==> src/rtl/t_pkg.sv <==
// Shared definitions for the toggle-strobe generator and the t_f flip-flop benches.
package t_pkg;

  localparam int CNT_W_DEF = 8;
  localparam int NUM_W_DEF = 8;

  typedef logic [1:0] state_t;

  localparam state_t ST_IDLE = 2'd0;
  localparam state_t ST_RUN  = 2'd1;
  localparam state_t ST_DONE = 2'd2;

endpackage

==> src/rtl/t_strobe_gen_if.sv <==
// Control/status bundle between a strobe-generator client and t_strobe_gen.
interface t_strobe_gen_if
  import t_pkg::*;
#(
  parameter int CNT_W = CNT_W_DEF,
  parameter int NUM_W = NUM_W_DEF
) ();

  logic             start;
  logic             stop;
  logic [CNT_W-1:0] period;
  logic [NUM_W-1:0] num_pulses;
  logic             t;
  logic             busy;
  logic             done;
  logic [NUM_W-1:0] pulse_cnt;

  modport master (
    output start, stop, period, num_pulses,
    input  t, busy, done, pulse_cnt
  );

  modport slave (
    input  start, stop, period, num_pulses,
    output t, busy, done, pulse_cnt
  );

endinterface

==> src/rtl/t_strobe_div.sv <==
// Period counter: tick marks the last clock of each P-clock interval.
module t_strobe_div #(
  parameter int CNT_W = 8
) (
  input  logic             clk,
  input  logic             rst,
  input  logic             clr,
  input  logic             en,
  input  logic [CNT_W-1:0] P,
  output logic             tick
);

  logic [CNT_W-1:0] div_cnt_q, div_cnt_d;

  assign tick = (div_cnt_q == P - CNT_W'(1));

  always_comb begin
    div_cnt_d = div_cnt_q;
    if (clr) begin
      div_cnt_d = '0;
    end else if (en) begin
      div_cnt_d = tick ? '0 : div_cnt_q + CNT_W'(1);
    end
  end

  always_ff @(posedge clk) begin
    if (rst) begin
      div_cnt_q <= '0;
    end else begin
      div_cnt_q <= div_cnt_d;
    end
  end

endmodule

==> src/rtl/t_strobe_gen.sv <==
// Programmable toggle-strobe source for t_f: single-cycle t pulses every P
// clocks, N times or continuously, followed by a one-cycle done pulse.
module t_strobe_gen
  import t_pkg::*;
#(
  parameter int CNT_W = CNT_W_DEF,
  parameter int NUM_W = NUM_W_DEF
) (
  input  logic         clk,
  input  logic         rst,
  t_strobe_gen_if.slave ctrl
);

  state_t           state_q, state_d;
  logic             t_q, t_d;
  logic             done_q, done_d;
  logic [NUM_W-1:0] pcnt_q, pcnt_d;
  logic [CNT_W-1:0] period_q, period_d;
  logic [NUM_W-1:0] num_q, num_d;
  logic [NUM_W-1:0] pcnt_inc;
  logic             tick;

  // The divider is held clear outside RUN so every run starts at phase zero.
  t_strobe_div #(.CNT_W(CNT_W)) u_div (
    .clk  (clk),
    .rst  (rst),
    .clr  (state_q != ST_RUN),
    .en   (state_q == ST_RUN),
    .P    (period_q),
    .tick (tick)
  );

  assign pcnt_inc = pcnt_q + NUM_W'(1);

  always_comb begin
    state_d  = state_q;
    t_d      = 1'b0;
    done_d   = 1'b0;
    pcnt_d   = pcnt_q;
    period_d = period_q;
    num_d    = num_q;
    case (state_q)
      ST_IDLE: begin
        if (ctrl.start) begin
          state_d  = ST_RUN;
          period_d = (ctrl.period == '0) ? CNT_W'(1) : ctrl.period;
          num_d    = ctrl.num_pulses;
          pcnt_d   = '0;
        end
      end
      ST_RUN: begin
        // Abort wins over a coincident tick, so no pulse is emitted on that edge.
        if (ctrl.stop) begin
          state_d = ST_IDLE;
        end else if (tick) begin
          t_d    = 1'b1;
          pcnt_d = pcnt_inc;
          if ((num_q != '0) && (pcnt_inc == num_q)) begin
            state_d = ST_DONE;
          end
        end
      end
      ST_DONE: begin
        done_d  = 1'b1;
        state_d = ST_IDLE;
      end
      default: state_d = ST_IDLE;
    endcase
  end

  always_ff @(posedge clk) begin
    if (rst) begin
      state_q  <= ST_IDLE;
      t_q      <= 1'b0;
      done_q   <= 1'b0;
      pcnt_q   <= '0;
      period_q <= CNT_W'(1);
      num_q    <= '0;
    end else begin
      state_q  <= state_d;
      t_q      <= t_d;
      done_q   <= done_d;
      pcnt_q   <= pcnt_d;
      period_q <= period_d;
      num_q    <= num_d;
    end
  end

  assign ctrl.t         = t_q;
  assign ctrl.done      = done_q;
  assign ctrl.pulse_cnt = pcnt_q;
  assign ctrl.busy      = (state_q == ST_RUN) || (state_q == ST_DONE);

endmodule

==> src/flat_wrapper.sv <==
// flat-port wrapper written by rule: the top's interface ports become plain ports
module t_strobe_gen_flat import t_pkg::*;
#(
  parameter int CNT_W = CNT_W_DEF,
  parameter int NUM_W = NUM_W_DEF
)
  (clk, rst, ctrl_start, ctrl_stop, ctrl_period, ctrl_num_pulses, ctrl_t, ctrl_busy, ctrl_done, ctrl_pulse_cnt);
  t_strobe_gen_if #(.CNT_W(CNT_W), .NUM_W(NUM_W)) ctrl_i ();
  input  logic clk;
  input  logic rst;
  input wire logic [$bits(ctrl_i.start)-1:0] ctrl_start;
  input wire logic [$bits(ctrl_i.stop)-1:0] ctrl_stop;
  input wire logic [$bits(ctrl_i.period)-1:0] ctrl_period;
  input wire logic [$bits(ctrl_i.num_pulses)-1:0] ctrl_num_pulses;
  output wire logic [$bits(ctrl_i.t)-1:0] ctrl_t;
  output wire logic [$bits(ctrl_i.busy)-1:0] ctrl_busy;
  output wire logic [$bits(ctrl_i.done)-1:0] ctrl_done;
  output wire logic [$bits(ctrl_i.pulse_cnt)-1:0] ctrl_pulse_cnt;
  assign ctrl_i.start = ctrl_start;
  assign ctrl_i.stop = ctrl_stop;
  assign ctrl_i.period = ctrl_period;
  assign ctrl_i.num_pulses = ctrl_num_pulses;
  assign ctrl_t = ctrl_i.t;
  assign ctrl_busy = ctrl_i.busy;
  assign ctrl_done = ctrl_i.done;
  assign ctrl_pulse_cnt = ctrl_i.pulse_cnt;
  t_strobe_gen #(.CNT_W(CNT_W), .NUM_W(NUM_W)) u_core (.clk(clk), .rst(rst), .ctrl(ctrl_i));
endmodule
==> config.mk <==
export PLATFORM = sky130hd
export DESIGN_NAME = t_strobe_gen_flat
export DESIGN_NICKNAME = d
export VERILOG_FILES = /design/src/rtl/t_pkg.sv /design/src/rtl/t_strobe_gen_if.sv /design/src/rtl/t_strobe_div.sv /design/src/rtl/t_strobe_gen.sv /design/src/flat_wrapper.sv
export SDC_FILE = /design/constraint.sdc
export NUM_CORES = 1
export LEC_CHECK = 0
export BUFFER_PORTS_ARGS = -buffer_cell sky130_fd_sc_hd__clkbuf_2
export CORE_MARGIN = 2
export CORE_UTILIZATION = 40
export DETAILED_ROUTE_END_ITERATION = 6
export PLACE_DENSITY = 0.73
export SLEW_MARGIN = 20
export SYNTH_ARGS = -nofsm -noshare
export SYNTH_HDL_FRONTEND = slang
export SYNTH_HIERARCHICAL = 1
export SYNTH_SLANG_ARGS = --single-unit
export TNS_END_PERCENT = 1
==> constraint.sdc <==
create_clock -name clk -period 2.3 [get_ports clk]
set_clock_uncertainty 0.1 [all_clocks]
set_input_delay 0.575 -clock clk [delete_from_list [all_inputs] [get_ports clk]]
set_output_delay 0.575 -clock clk [all_outputs]
set_load 0.05 [all_outputs]
==> results of run 1 <==
-- cell families (layout without fill, tap and decap cells) --
kind of cell / count (synthesis) / count (layout)
DFF: 36 / 36
and+or+nand+nor: 114 / 114
AOI/OAI and AO/OA: 56 / 56
buffers and inverters: 21 / 57
xor gates and xnor gates: 23 / 23
adders and majority gates: 6 / 6
muxes: 1 / 1
-- worst paths after layout --
kind	endpoint	startpoint	slack [ps]
worst min register to register	u_core/num_q[0]	u_core/num_q[0]	380
worst max-delay path	u_core/state_q[1]	u_core/period_q[2]	-60
worst min-delay path	u_core/num_q[0]	u_core/num_q[0]	380
worst max register to register	u_core/state_q[1]	u_core/period_q[2]	-60
-- sequential cells by signal (all words and copies together), names as in the netlist --
signal,flops
u_core/ctrl.t,1
u_core/u_div/div_cnt_q,8
u_core/state_q,2
u_core/ctrl.pulse_cnt,8
u_core/ctrl.done,1
u_core/period_q,8
u_core/num_q,8
-- power by group --
part / leakage (nW) / switching, mW / internal, mW
clock: 0.0552 / 0.225 / 0.322
sequential: 0.293 / 0.0270 / 0.646
combinational: 0.643 / 0.142 / 0.116
-- area by class of cell --
type | instances | area [um2]
fill | 499 | 2560
multi-input combinational | 200 | 1360
sequential | 36 | 723
timing repair buffer | 40 | 233
tap | 70 | 87.6
clock buffer | 6 | 72.6
clock inverter | 2 | 35.0
inverter | 9 | 33.8
-- layer usage --
metal  up-vias  track usage [%]
met1       878             22.1
met4         0             7.82
li1        966                -
met3        11             3.29
met5         -                0
met2        46             25.8
-- timing repair --
item	4_1_cts	5_1_grt
endpoints found under the hold margin	0	0
setup buffers	0	0
setup endpoints to repair	10	13
resized for setup	10	8
pin swaps	8	11
hold buffers	0	0
cloned	0	0
-- critical path: stages (launching register included) --
cell and delay [ps]:
sky130_fd_sc_hd__dfxtp_1 380, sky130_fd_sc_hd__or3_4 360, sky130_fd_sc_hd__nor3_2 150, sky130_fd_sc_hd__o211a_1 190
sky130_fd_sc_hd__o2111a_2 210, sky130_fd_sc_hd__nand4_1 130, sky130_fd_sc_hd__nor4_4 330, sky130_fd_sc_hd__nand4_1 170
sky130_fd_sc_hd__a221oi_2 250
-- cells in the mapped netlist (all sizes together) (2+ instances only) --
master  count
nand2      39
dfxtp      36
a21oi      26
nor2       20
xnor2      12
xor2       11
inv         9
nor3        8
nand3       7
buf         6
clkbuf      6
ha          6
nand4       6
nand2b      5
o21ai       5
a21o        4
or3         4
a31oi       3
nor2b       3
nor3b       3
nor4        3
a211o       2
a211oi      2
a21boi      2
a221oi      2
and2b       2
and3        2
and4        2
o22ai       2
or2b        2
or3b        2
-- through the flow --
stage	util (%)	power [mW]	instances	hold slack, ps
2_1_floorplan	-	0.858	257	348
3_3_place_gp	46.5	0.924	355	362
3_5_place_dp	46.5	0.932	355	367
4_1_cts	49.3	1.49	363	378
5_1_grt	49.9	1.55	363	396
6_report	49.9	1.48	363	378
-- cells in the final DEF, fill, tap and decap left out, drive strengths merged, types with 6 or more instances in the layout --
| cell | count |
|---|---|
| nand4 | 6 |
| inv | 9 |
| dfxtp | 36 |
| a21oi | 26 |
| ha | 6 |
| nand3 | 7 |
| nor2 | 20 |
| nor3 | 8 |
| xnor2 | 12 |
| clkbuf | 36 |
| xor2 | 11 |
| nand2 | 39 |
| buf | 10 |
==> results.md, run 1 <==
Yosys:
- The flip-flop cell with the highest count after synthesis is sky130_fd_sc_hd__dfxtp_1.
- The largest total area in the synthesized netlist belongs to sky130_fd_sc_hd__dfxtp_1.
- By area, the combinational part of the netlist is dominated by simple AND/OR/NAND/NOR gates.
- The cell area after synthesis is 2110 um2.
- The fraction of synthesized cell area taken by the top area cell type is 34.1%.
- The count of flip-flops with a built-in enable after synthesis is 0.
- The simple-gate share of the synthesized area is 29.7%.
- After synthesis, the mean cell area works out to 8.22 um2.
- The number of synthesis warnings is 6.
- Summing the areas of all compound-gate instances in the mapped netlist gives 18.2% of the synthesized area.
- Of the post-synthesis cell area, the part taken by muxes is less than 1%.
- Summing the areas of all fa, ha and maj instances in the mapped netlist gives between 3 and 4% of the synthesized area.
- The share of the synthesized netlist area taken by xor and xnor gates is 9.53%.
- The cell count after synthesis is 257.
- The count of unique library cells instantiated by Yosys is 55.
- The post-synthesis sequential element count is 36.
- Sorting the synthesized cells by area gives the leading types as sky130_fd_sc_hd__dfxtp_1 (34%), sky130_fd_sc_hd__nand2_1 (6.9%), sky130_fd_sc_hd__a21oi_1 (6.2%), sky130_fd_sc_hd__xnor2_1 (5.0%), sky130_fd_sc_hd__xor2_1 (4.6%).
- Counting every net in the synthesized netlist gives 283.
- The post-synthesis async set-or-reset flop share is 0%.
- The sequential area share after synthesis is 34.1%.

Worst setup path:
- In this run the worst path has a maximum fanout of 4.
- Data on the critical path is required at its endpoint by 2400 ps.
- The endpoint class of the critical path is a register.
- The worst-case reg-to-reg path depth is 8.
- The data arrival time of the critical path is ~2500 ps.
- By startpoint and endpoint, the worst setup path is classified as reg2reg.
- The type of origin of the critical path is a register.

Power and ir drop:
- For this design the ratio of total power to cell area is 580 nW/um2.
- For this design the static power due to leakage is 0.992 nW.
- The maximum VDD drop is about 0.00033 V.

Clocking:
- CTS built an H-tree with a depth of 2.
- The TritonCTS clock tree is yes.
- No sink is reached through more buffers than the 2 on the longest clock path.
- The clock transition at the registers of the reported paths is 70 ps.
- Clock latency on the worst-skew pair, taken at its later pin, is 290 ps.
- The clock net in this run drives a total of 36 sinks.
- CTS placed an instance of sky130_fd_sc_hd__clkbuf_8 at the clock tree root.
- Buffers inserted during clock tree synthesis total 5.

Routing:
- The routed via count is 1901.
- The met2 wire length is 2.16 mm.
- For this block, wires on met1 add up to 2.34 mm.
- The final routed DRC violation total is 0.
- The total wirelength of the detailed-routed design is about 4.8 mm.
- The first detailed-routing pass took 4 iterations.
- The highest layer used for signal routing is met4.
- After detailed routing, the number of vias per cell comes to between 5 and 6.
- The residual antenna-violating net count after detailed routing is 0.
- The detailed-route wire length per cell is 13.2 um.
- Detailed routing placed a total of around 200 um of wire on met3.
- The number of DRC violations after detailed-routing iteration 0 is 83.

Status:
- The final reports fail on setup timing.
- The flow ran to the end, but the final reports show violations.

Placement:
- Before CTS, the worst setup slack after placement is -99.7 ps.
- The number of I/O port buffers is 30.
- Once placement finished, the instance area stood at 2370 um2.
- At the end of routability-driven placement, the weighted congestion stood at between 0.8 and 0.9.
- The half-perimeter wire length of the detailed placement result is 3.42 mm.

Floorplanning:
- The horizontal die dimension is 76.7 um.
- The die is about 77 um tall.
- The die covers 5880 um2.
- The number of top-level pins is 31.
- The effective utilization at floorplan is 41.4%.
- The number of rows created at floorplan is 26.
- The core box area is 5110 um2.

Layout:
- The number of diodes added for antenna fixing is 0.
- The post-route netlist has 27.0% of its cells at a drive strength greater than 1.
- The finished cells cover 2550 um2.
- At the end of the flow, the number of nets in the layout was 318.
- The layout-stage area growth over the synthesis result is 20.5%.

Global route:
- The initial antenna violation count is 0.
- The first global-routing pass estimated 8.00 mm of wire.
- In the global route stage, overall resource usage came out at 16.6%.
- The largest net degree at the start of global routing is 19.
- The via count of the first global-routing pass came to between 1500 and 2000.
- The total overflow left after global routing is 0.

Timing:
- Once routing completed, OpenROAD measured the worst setup slack at -57.0 ps.
- Setup repair after global routing could not meet its margin everywhere.
- The part of the cycle the worst path needs is 102%.
- The hold violation count in the final report was 0.
- The aggregate negative setup slack is -106 ps.
- Static timing analysis puts the maximum clock frequency at 0.424 GHz.
- The count of final max-slew check failures is 0.
- The final number of setup-violating endpoints is 3.
- The smallest clock period supported by the final layout is computed as 2360 ps.
- Headroom to the max-slew limit came out at ~64%.
- For the pin with the worst max-slew slack, the measured transition is roughly 530 ps.

Worst hold path:
- The worst min-delay path category is reg2reg.
- The worst hold path was traced through 2 stages.

Job:
- The total of max-cap violations is 0.
No activity file was read; power rests on OpenSTA's default activity.
==> run 2: changes to the inputs <==
--- a/config.mk
+++ b/config.mk
@@ -6,13 +6,14 @@
 export NUM_CORES = 1
 export LEC_CHECK = 0
 export BUFFER_PORTS_ARGS = -buffer_cell sky130_fd_sc_hd__clkbuf_2
+export CELL_PAD_IN_SITES_DETAIL_PLACEMENT = 1
+export CELL_PAD_IN_SITES_GLOBAL_PLACEMENT = 1
 export CORE_MARGIN = 2
-export CORE_UTILIZATION = 40
+export CORE_UTILIZATION = 37
 export DETAILED_ROUTE_END_ITERATION = 6
-export PLACE_DENSITY = 0.73
+export PLACE_DENSITY = 0.85
 export SLEW_MARGIN = 20
 export SYNTH_ARGS = -nofsm -noshare
 export SYNTH_HDL_FRONTEND = slang
-export SYNTH_HIERARCHICAL = 1
 export SYNTH_SLANG_ARGS = --single-unit
 export TNS_END_PERCENT = 1
==> run 2 against run 1 <==
Against the previous run:
- the run now ends clean
- count of clock-buffer cells in the layout grew 1
- highest routed layer unchanged
- critical path depth shrank 1
- worst hold slack gained 7.1 ps
- critical endpoint is now u_core.ctrl.pulse_cnt[6]
- largest power group unchanged
- utilization shrank 3.3 points
- via count shrank 3.3%
- area after synthesis shrank 6.7%
- critical path type unchanged
- power shrank 3.9%
==> results.md, run 2 <==
Status:
- Run status: completed (was complete, but fails checks).

Worst setup path:
- The type of origin of the critical path is a register (unchanged).
- The endpoint class of the critical path is a register (unchanged).
- The required arrival time at the worst endpoint is 2430 ps (was 2400 ps).
- The largest fanout of any net on the critical path came to 8 (was 4).
- The data arrival time of the critical path is 2340 ps (was 2460 ps).
- The source of the critical timing path was u_core.period_q[0] (was u_core/period_q[2]).
- The category of the critical setup timing path is reg2reg (unchanged).
- The worst flop-to-flop path startpoint is u_core.period_q[0] (was u_core/period_q[2]).

Floorplanning:
- The number of rows created at floorplan was 26 (unchanged).
- The core box area is 5140 um2 (was 5110 um2).
- The number of top-level pins is 31 (unchanged).
- The floorplan die height is 77.0 um (was 76.7 um).
- The horizontal die dimension is 77.0 um (was 76.7 um).
- The effective utilization at floorplan was 38.3% (was 41.4%).
- The die outline area was 5930 um2 (was 5880 um2).

Yosys:
- Cell types with the largest area share after synthesis: sky130_fd_sc_hd__dfxtp_1 (37%), sky130_fd_sc_hd__nand2_1 (7.4%), sky130_fd_sc_hd__xnor2_1 (6.7%), sky130_fd_sc_hd__a21oi_1 (4.8%), sky130_fd_sc_hd__xor2_1 (4.4%) (was sky130_fd_sc_hd__dfxtp_1 (34%), sky130_fd_sc_hd__nand2_1 (6.9%), sky130_fd_sc_hd__a21oi_1 (6.2%), sky130_fd_sc_hd__xnor2_1 (5.0%), sky130_fd_sc_hd__xor2_1 (4.6%)).
- The flip-flop cell with the highest count after synthesis is sky130_fd_sc_hd__dfxtp_1 (unchanged).
- The net count after synthesis came to 264 (was 283).
- The synthesized-area fraction occupied by adder cells was 3.81% (was 3.55%).
- The cell count after synthesis is 238 (was 257).
- The count of unique library cells instantiated by Yosys is 50 (was 55).
- The share of the synthesized netlist area taken by xor and xnor gates is 11.1% (was 9.53%).
- The simple-gate share of the synthesized area came to 25.8% (was 29.7%).
- The most frequent cell after synthesis is sky130_fd_sc_hd__nand2_1 (unchanged).
- The sequential area share after synthesis is 36.6% (was 34.1%).
- The post-synthesis sequential element count is 36 (unchanged).
- The number of synthesis warnings came to 0 (was 6).
- The cell accounting for the most synthesized area was sky130_fd_sc_hd__dfxtp_1 (unchanged).
- Cell types with the highest counts after synthesis: sky130_fd_sc_hd__nand2_1 (39), sky130_fd_sc_hd__dfxtp_1 (36), sky130_fd_sc_hd__a21oi_1 (19) (was sky130_fd_sc_hd__nand2_1 (39), sky130_fd_sc_hd__dfxtp_1 (36), sky130_fd_sc_hd__a21oi_1 (26)).
- The fraction of synthesized cell area taken by the top area cell type came to 36.6% (was 34.1%).
- The share of cell area taken by muxes after synthesis is 0.508% (was 0.474%).
- The synthesized area per cell is 8.28 um2 (was 8.22 um2).
- The post-synthesis async set-or-reset flop share is 0% (unchanged).
- The count of flip-flops with a built-in enable after synthesis came to 0 (unchanged).
- The combinational family with the most area after synthesis is simple AND/OR/NAND/NOR gates (unchanged).
- The compound-gate portion of the synthesized area was 18.2% (about the same).
- The cell area after synthesis is 1970 um2 (was 2110 um2).

Timing:
- The part of the cycle the worst path needs came to 96.3% (was 102%).
- The count of final max-slew check failures is 0 (unchanged).
- The final number of setup-violating endpoints came to 0 (was 3).
- The achievable frequency is 0.451 GHz (was 0.424 GHz).
- The transition at the pin with the smallest max-transition slack is 390 ps (was 533 ps).
- The hold violation count in the final report is 0 (unchanged).
- The remaining max-slew budget at the tightest pin is 73.7% (was 64.4%).
- The final critical delay including setup and external delays is 2220 ps (was 2360 ps).
- The worst path setup slack after routing came to 84.5 ps (was -57.0 ps).

Worst hold path:
- The worst min-delay path category is reg2reg (unchanged).
- The origin of the worst min-delay path is u_core.period_q[7] (was u_core/num_q[0]).

Power and ir drop:
- The cell-internal power was 1.02 mW (was 1.08 mW).
- The register share of total power is 47.5% (was 45.5%).
- The total power density per cell area is 593 nW/um2 (was 580 nW/um2).
- The leakage power is 0.967 nW (was 0.992 nW).
- The clock power share was 35.0% (was 37.0%).
- The maximum VDD drop is 0.000301 V (was 0.000333 V).
- The share of total power consumed by net switching is 28.1% (was 26.7%).
- The combinational share of power is 17.5% (about the same).
- The power spent charging and discharging nets was 0.400 mW (was 0.394 mW).

Routing:
- The number of detailed-route iterations in the first pass is 4 (unchanged).
- The number of DRC violations after detailed-routing iteration 0 was 79 (was 83).
- The total wirelength of the detailed-routed design is 5.24 mm (was 4.79 mm).
- The routed via count is 1839 (was 1901).
- The residual antenna-violating net count after detailed routing came to 0 (unchanged).
- The final routed DRC violation total was 0 (unchanged).
- The detailed-route wire length per cell is 15.0 um (was 13.2 um).
- The average vias per placed instance is 5.25 (was 5.24).

Global route:
- The total routing usage reported by global routing is 18.5% (was 16.6%).
- The overflow left after global routing is 0 (unchanged).
- The global-route wire length before repair is 8.70 mm (was 8.00 mm).
- The largest net degree at the start of global routing is 18 (was 19).
- The initial antenna violation count is 0 (unchanged).
- The via count of the first global-routing pass is 1881 (was 1759).

Clocking:
- The number of hold buffers added after cts is 0 (unchanged).
- The CTS buffer count is 5 (unchanged).
- The clock transition at the registers of the reported paths came to 70 ps (about the same).
- The number of buffers on the longest clock path is 2 (unchanged).
- The buffer cell driving the clock tree root is sky130_fd_sc_hd__clkbuf_8 (unchanged).
- The H-tree depth is 2 (unchanged).
- The later-pin clock latency in the skew report is 300 ps (was 290 ps).
- The TritonCTS clock tree is yes (unchanged).
- The sink count of the clock tree is 36 (unchanged).

Layout:
- The final net count was 306 (was 318).
- The commonest non-fill, non-tap cell in the layout is sky130_fd_sc_hd__nand2_1 (unchanged).
- The share of final-layout standard cells stronger than drive strength 1 is 22.1% (was 27.0%).
- The non-filler instance count after layout is 350 (was 363).
- Commonest cells after routing, fill and taps aside: sky130_fd_sc_hd__nand2_1 (39), sky130_fd_sc_hd__dfxtp_1 (34), sky130_fd_sc_hd__clkbuf_2 (30), sky130_fd_sc_hd__a21oi_1 (19), sky130_fd_sc_hd__nor2_1 (18) (was sky130_fd_sc_hd__nand2_1 (39), sky130_fd_sc_hd__dfxtp_1 (34), sky130_fd_sc_hd__clkbuf_2 (30), sky130_fd_sc_hd__a21oi_1 (24), sky130_fd_sc_hd__nor2_1 (19)).
- The number of diodes added for antenna fixing is 0 (unchanged).
- The layout-stage area growth over the synthesis result came to 21.6% (was 20.5%).

Placement:
- The number of placed instances with taps included is 341 (was 355).
- The post-placement setup slack is 115 ps (was -99.7 ps).
- The routability congestion estimate is 0.855 (was 0.853).
- The half-perimeter wire length of the detailed placement result is 3.78 mm (was 3.42 mm).
- The number of I/O port buffers is 30 (unchanged).

Job:
- The total of max-cap violations is 0 (unchanged).
[run 2: changes by cell type in the layout (fill, tap and decap cells not counted), moves of 3 or more]
cell	change
sky130_fd_sc_hd__or3_4	-3
sky130_fd_sc_hd__o21ai_1	+6
sky130_fd_sc_hd__o21ai_0	-3
sky130_fd_sc_hd__and2_1	+3
sky130_fd_sc_hd__o211ai_1	+6
sky130_fd_sc_hd__nand4_1	-4
sky130_fd_sc_hd__inv_1	+6
sky130_fd_sc_hd__a21oi_1	-5
sky130_fd_sc_hd__xnor2_1	+4
[run 2: path summary, 6_finish.rpt]
path | endpoint | cells after the start | slack (ps)
min | u_core.period_q[7] | 2 | 390
max | u_core.ctrl.pulse_cnt[6] | 7 | 80
min reg2reg | u_core.period_q[7] | 2 | 390
max reg2reg | u_core.ctrl.pulse_cnt[6] | 7 | 80
[run 2: final cells by class]
cell class / instances / area [um2]
Multi-Input combinational cell: 183 / 1200
Inverter: 13 / 48.8
Timing Repair Buffer: 41 / 236
Sequential cell: 36 / 723
Fill cell: 666 / 2740
Tap cell: 70 / 87.6
Clock buffer: 7 / 96.3
[run 2: repair_timing]
action / in CTS / in global routing
setup endpoints to repair: 0 / 18
buffers inserted: 0 / 2
gates resized for setup: 0 / 7
endpoints found under the hold margin: 0 / 0
[run 2: metal layers]
layer  global-route usage (%)  routed length [um]  vias up
met2                     33.6                2680       23
met3                     4.71                 158       11
met4                     6.61                 109        0
li1                         -                   -      915
met1                     20.9                2290      890
met5                        0                   0        -
[run 2: cells by family after synthesis]
family / after synthesis
AO/OA/AOI/OAI: 52
XOR/XNOR: 25
adder cells (fa/ha/maj): 6
buffers and inverters: 19
flip-flops: 36
multiplexers: 1
AND/OR/NAND/NOR: 99
[run 2: critical path, cell delays in order (launching register included)]
cell	delay [ps]
sky130_fd_sc_hd__dfxtp_1	330
sky130_fd_sc_hd__buf_4	150
sky130_fd_sc_hd__nor3_4	280
sky130_fd_sc_hd__nand2_1	100
sky130_fd_sc_hd__a311o_1	360
sky130_fd_sc_hd__o211a_1	290
sky130_fd_sc_hd__a211o_2	390
sky130_fd_sc_hd__o22ai_1	150
[run 2: metrics by stage]
stage                     total power, mW  hold WS [ps]  util [%]  cell area, um2  TNS [ps]
final                                1.42           385      46.6            2400         0
after global routing                 1.49           403      46.6            2400      -123
after CTS                            1.42           387      45.6            2340         0
after detailed placement            0.918           378      43.7            2250         0
after global placement              0.910           362      43.7            2250         0
after floorplan                     0.846           348         -            1970         0
[run 2: power groups by stage]
stage	registers (mW)	clock network, mW	logic (mW)
floorplan	0.684	0	0.162
global placement	0.687	0	0.222
detailed placement	0.689	0	0.229
CTS	0.675	0.509	0.231
global route	0.678	0.538	0.278
finish	0.675	0.497	0.248
==> run 3: changes to the inputs <==
--- a/config.mk
+++ b/config.mk
@@ -9,9 +9,10 @@
 export CELL_PAD_IN_SITES_DETAIL_PLACEMENT = 1
 export CELL_PAD_IN_SITES_GLOBAL_PLACEMENT = 1
 export CORE_MARGIN = 2
-export CORE_UTILIZATION = 37
+export CORE_UTILIZATION = 40
 export DETAILED_ROUTE_END_ITERATION = 6
-export PLACE_DENSITY = 0.85
+export MAX_ROUTING_LAYER = met4
+export PLACE_DENSITY = 0.87
 export SLEW_MARGIN = 20
 export SYNTH_ARGS = -nofsm -noshare
 export SYNTH_HDL_FRONTEND = slang
==> constraint.sdc (replaced) <==
create_clock -name clk -period 2.76 [get_ports clk]
set_clock_uncertainty 0.1 [all_clocks]
set_input_delay 0.69 -clock clk [delete_from_list [all_inputs] [get_ports clk]]
set_output_delay 0.69 -clock clk [all_outputs]
set_load 0.05 [all_outputs]
==> run 3 against run 2 <==
Against the previous run:
- final cell count down 3.1%
- routed wire length decreased by 6.9%
- fmax fell by 8.8%
- sequential share of layout area grew 1.4 points
- clock power is 22% lower
==> results.md, run 3 (synthesis results as in run 2) <==
Status:
- Run status: completed (unchanged).

Timing:
- The part of the cycle the worst path needs was 88.1% (was 96.3%).
- The final critical delay including setup and external delays is 2430 ps (was 2220 ps).
- Setup repair after global routing left no endpoint under its margin.
- The transition at the pin with the smallest max-transition slack is 593 ps (was 390 ps).
- The aggregate negative setup slack was 0 ps (unchanged).
- The worst hold slack is 383 ps (was 385 ps).
- The count of final max-slew check failures came to 0 (unchanged).
- The remaining max-slew budget at the tightest pin was 60.5% (was 73.7%).
- The achievable frequency came to 0.411 GHz (was 0.451 GHz).
- The final number of setup-violating endpoints was 0 (unchanged).
- The hold violation count in the final report is 0 (unchanged).

Global route:
- The via count of the first global-routing pass is 1755 (was 1881).
- The largest net degree at the start of global routing was 24 (was 18).
- The initial antenna violation count is 0 (unchanged).
- The global-route wire length before repair was 8.29 mm (was 8.70 mm).
- The overflow left after global routing is 0 (unchanged).
- The total routing usage reported by global routing is 20.5% (was 18.5%).

Layout:
- The final net count was 297 (was 306).
- The number of diodes added for antenna fixing came to 0 (unchanged).
- The share of the core filled with cells in the final layout is 48.3% (was 46.6%).
- The commonest non-fill, non-tap cell in the layout was sky130_fd_sc_hd__nand2_1 (unchanged).
- The share of final-layout standard cells stronger than drive strength 1 is 16.9% (was 22.1%).
- Commonest cells after routing, fill and taps aside: sky130_fd_sc_hd__nand2_1 (39), sky130_fd_sc_hd__dfxtp_1 (36), sky130_fd_sc_hd__clkbuf_2 (30), sky130_fd_sc_hd__a21oi_1 (19), sky130_fd_sc_hd__nor2_1 (18) (was sky130_fd_sc_hd__nand2_1 (39), sky130_fd_sc_hd__dfxtp_1 (34), sky130_fd_sc_hd__clkbuf_2 (30), sky130_fd_sc_hd__a21oi_1 (19), sky130_fd_sc_hd__nor2_1 (18)).
- The layout-stage area growth over the synthesis result is 15.8% (was 21.6%).

Clocking:
- The CTS buffer count was 5 (unchanged).
- The later-pin clock latency in the skew report is 300 ps (about the same).
- The H-tree depth came to 2 (unchanged).
- The number of setup buffers added after CTS came to 0 (unchanged).
- The TritonCTS clock tree is yes (unchanged).
- The clock transition at the registers of the reported paths is 80 ps (was 70 ps).
- The buffer cell driving the clock tree root was sky130_fd_sc_hd__clkbuf_8 (unchanged).
- The number of cells upsized or downsized after cts is 0 (unchanged).
- The sink count of the clock tree is 36 (unchanged).
- The number of buffers on the longest clock path is 2 (unchanged).
- The number of hold buffers added after cts is 0 (unchanged).

Power and ir drop:
- The cell-internal power is 0.787 mW (was 1.02 mW).
- The register share of total power is 49.9% (was 47.5%).
- The total power density per cell area was 495 nW/um2 (was 593 nW/um2).
- The power spent charging and discharging nets is 0.342 mW (was 0.400 mW).
- The leakage power came to 0.906 nW (was 0.967 nW).
- The combinational share of power came to 15.6% (was 17.5%).
- The share of total power consumed by net switching is 30.3% (was 28.1%).
- The clock power share came to 34.5% (was 35.0%).
- The maximum VDD drop was 0.000295 V (was 0.000301 V).
- The power after layout is 1.13 mW (was 1.42 mW).

Floorplanning:
- The horizontal die dimension is 74.2 um (was 77.0 um).
- The die outline area came to 5500 um2 (was 5930 um2).
- The number of top-level pins is 31 (unchanged).
- The floorplan die height is 74.2 um (was 77.0 um).
- The number of rows created at floorplan is 25 (was 26).
- The effective utilization at floorplan is 41.7% (was 38.3%).
- The core box area is 4720 um2 (was 5140 um2).

Worst setup path:
- The category of the critical setup timing path was reg2reg (unchanged).
- The data arrival time of the critical path is 2500 ps (was 2340 ps).
- The largest fanout of any net on the critical path is 11 (was 8).
- The endpoint class of the critical path was a register (unchanged).
- The largest incremental delay on the critical path is 450 ps (was 390 ps).
- The critical-path cell with the highest stage delay is sky130_fd_sc_hd__o211a_1 (was sky130_fd_sc_hd__a211o_2).
- The minimum setup slack among reg-to-reg paths is 330 ps (was 80 ps).
- The buffering stage count on the worst path with inverters included was 1 (unchanged).
- The type of origin of the critical path is a register (unchanged).
- The family with the most delay on the worst path is compound AO/OA/AOI/OAI gates (unchanged).
- Cell-by-cell listing of the critical path: inv_1, ha_1, xor2_1, nand2_1, nor4b_1, o211a_1, a211o_2, mux2i_1 (was buf_4, nor3_4, nand2_1, a311o_1, o211a_1, a211o_2, o22ai_1).
- The required arrival time at the worst endpoint is 2830 ps (was 2430 ps).

Routing:
- The number of DRC violations after detailed-routing iteration 0 is 59 (was 79).
- The detailed-route wire length per cell is 14.4 um (was 15.0 um).
- The routed via count was 1761 (was 1839).
- The number of detailed-route iterations in the first pass was 4 (unchanged).
- The residual antenna-violating net count after detailed routing is 0 (unchanged).
- The average vias per placed instance is 5.19 (was 5.25).
- The final routed DRC violation total was 0 (unchanged).
- The total wirelength of the detailed-routed design is 4.88 mm (was 5.24 mm).

Placement:
- The number of I/O port buffers is 30 (unchanged).
- The routability congestion estimate is 0.885 (was 0.855).
- The half-perimeter wire length of the detailed placement result was 3.77 mm (was 3.78 mm).

Job:
- The total of max-cap violations was 0 (unchanged).

Worst hold path:
- The worst min-delay path category is reg2reg (unchanged).
==> run 3: tightest hold or removal path: stages, from the launching register on <==
cell,delay [ps]
sky130_fd_sc_hd__dfxtp_1,330
sky130_fd_sc_hd__nand2_1,60
sky130_fd_sc_hd__a21oi_1,50
==> run 3: metrics by stage <==
stage | setup slack (ps) | cells | cell area [um2]
finish | 329 | 339 | 2280
global route | 64.4 | 339 | 2280
CTS | 312 | 339 | 2280
detailed placement | 331 | 331 | 2190
global placement | 438 | 331 | 2190
floorplan | 344 | 238 | 1970
==> run 3: final timing paths <==
| check | startpoint | to | cells past startpoint |
|---|---|---|---|
| worst max-delay path | u_core.period_q[0] | u_core.ctrl.pulse_cnt[0] | 8 |
| worst min-delay path | u_core.period_q[7] | u_core.period_q[7] | 2 |
| worst max register to register | u_core.period_q[0] | u_core.ctrl.pulse_cnt[0] | 8 |
| worst min register to register | u_core.period_q[7] | u_core.period_q[7] | 2 |
==> run 3: per-layer routing <==
layer / GRT usage, % / part of all wire [%] / routed length [um] / vias to the layer above
met5: - / 0 / 0 / -
li1: - / - / - / 894
met3: 4.74 / 3.4 / 165 / 10
met2: 33.1 / 48 / 2350 / 26
met4: 7.88 / 2.1 / 103 / 0
met1: 24.7 / 46 / 2260 / 831
==> run 3: power by group through the flow <==
stage	Combinational, mW	Sequential (mW)	Clock [mW]
3_5_place_dp	0.178	0.576	0
3_3_place_gp	0.171	0.574	0
6_report	0.176	0.564	0.389
5_1_grt	0.199	0.567	0.432
4_1_cts	0.178	0.564	0.404
2_1_floorplan	0.135	0.570	0
==> run 3: area by class of cell <==
class / instances / area (um2)
clock buffers: 5 / 68.8
clock inverters: 3 / 23.8
fillers: 578 / 2440
inverters: 13 / 48.8
multi-input cells: 183 / 1170
flip-flops and latches: 36 / 721
well taps: 67 / 83.8
repair buffers: 32 / 165
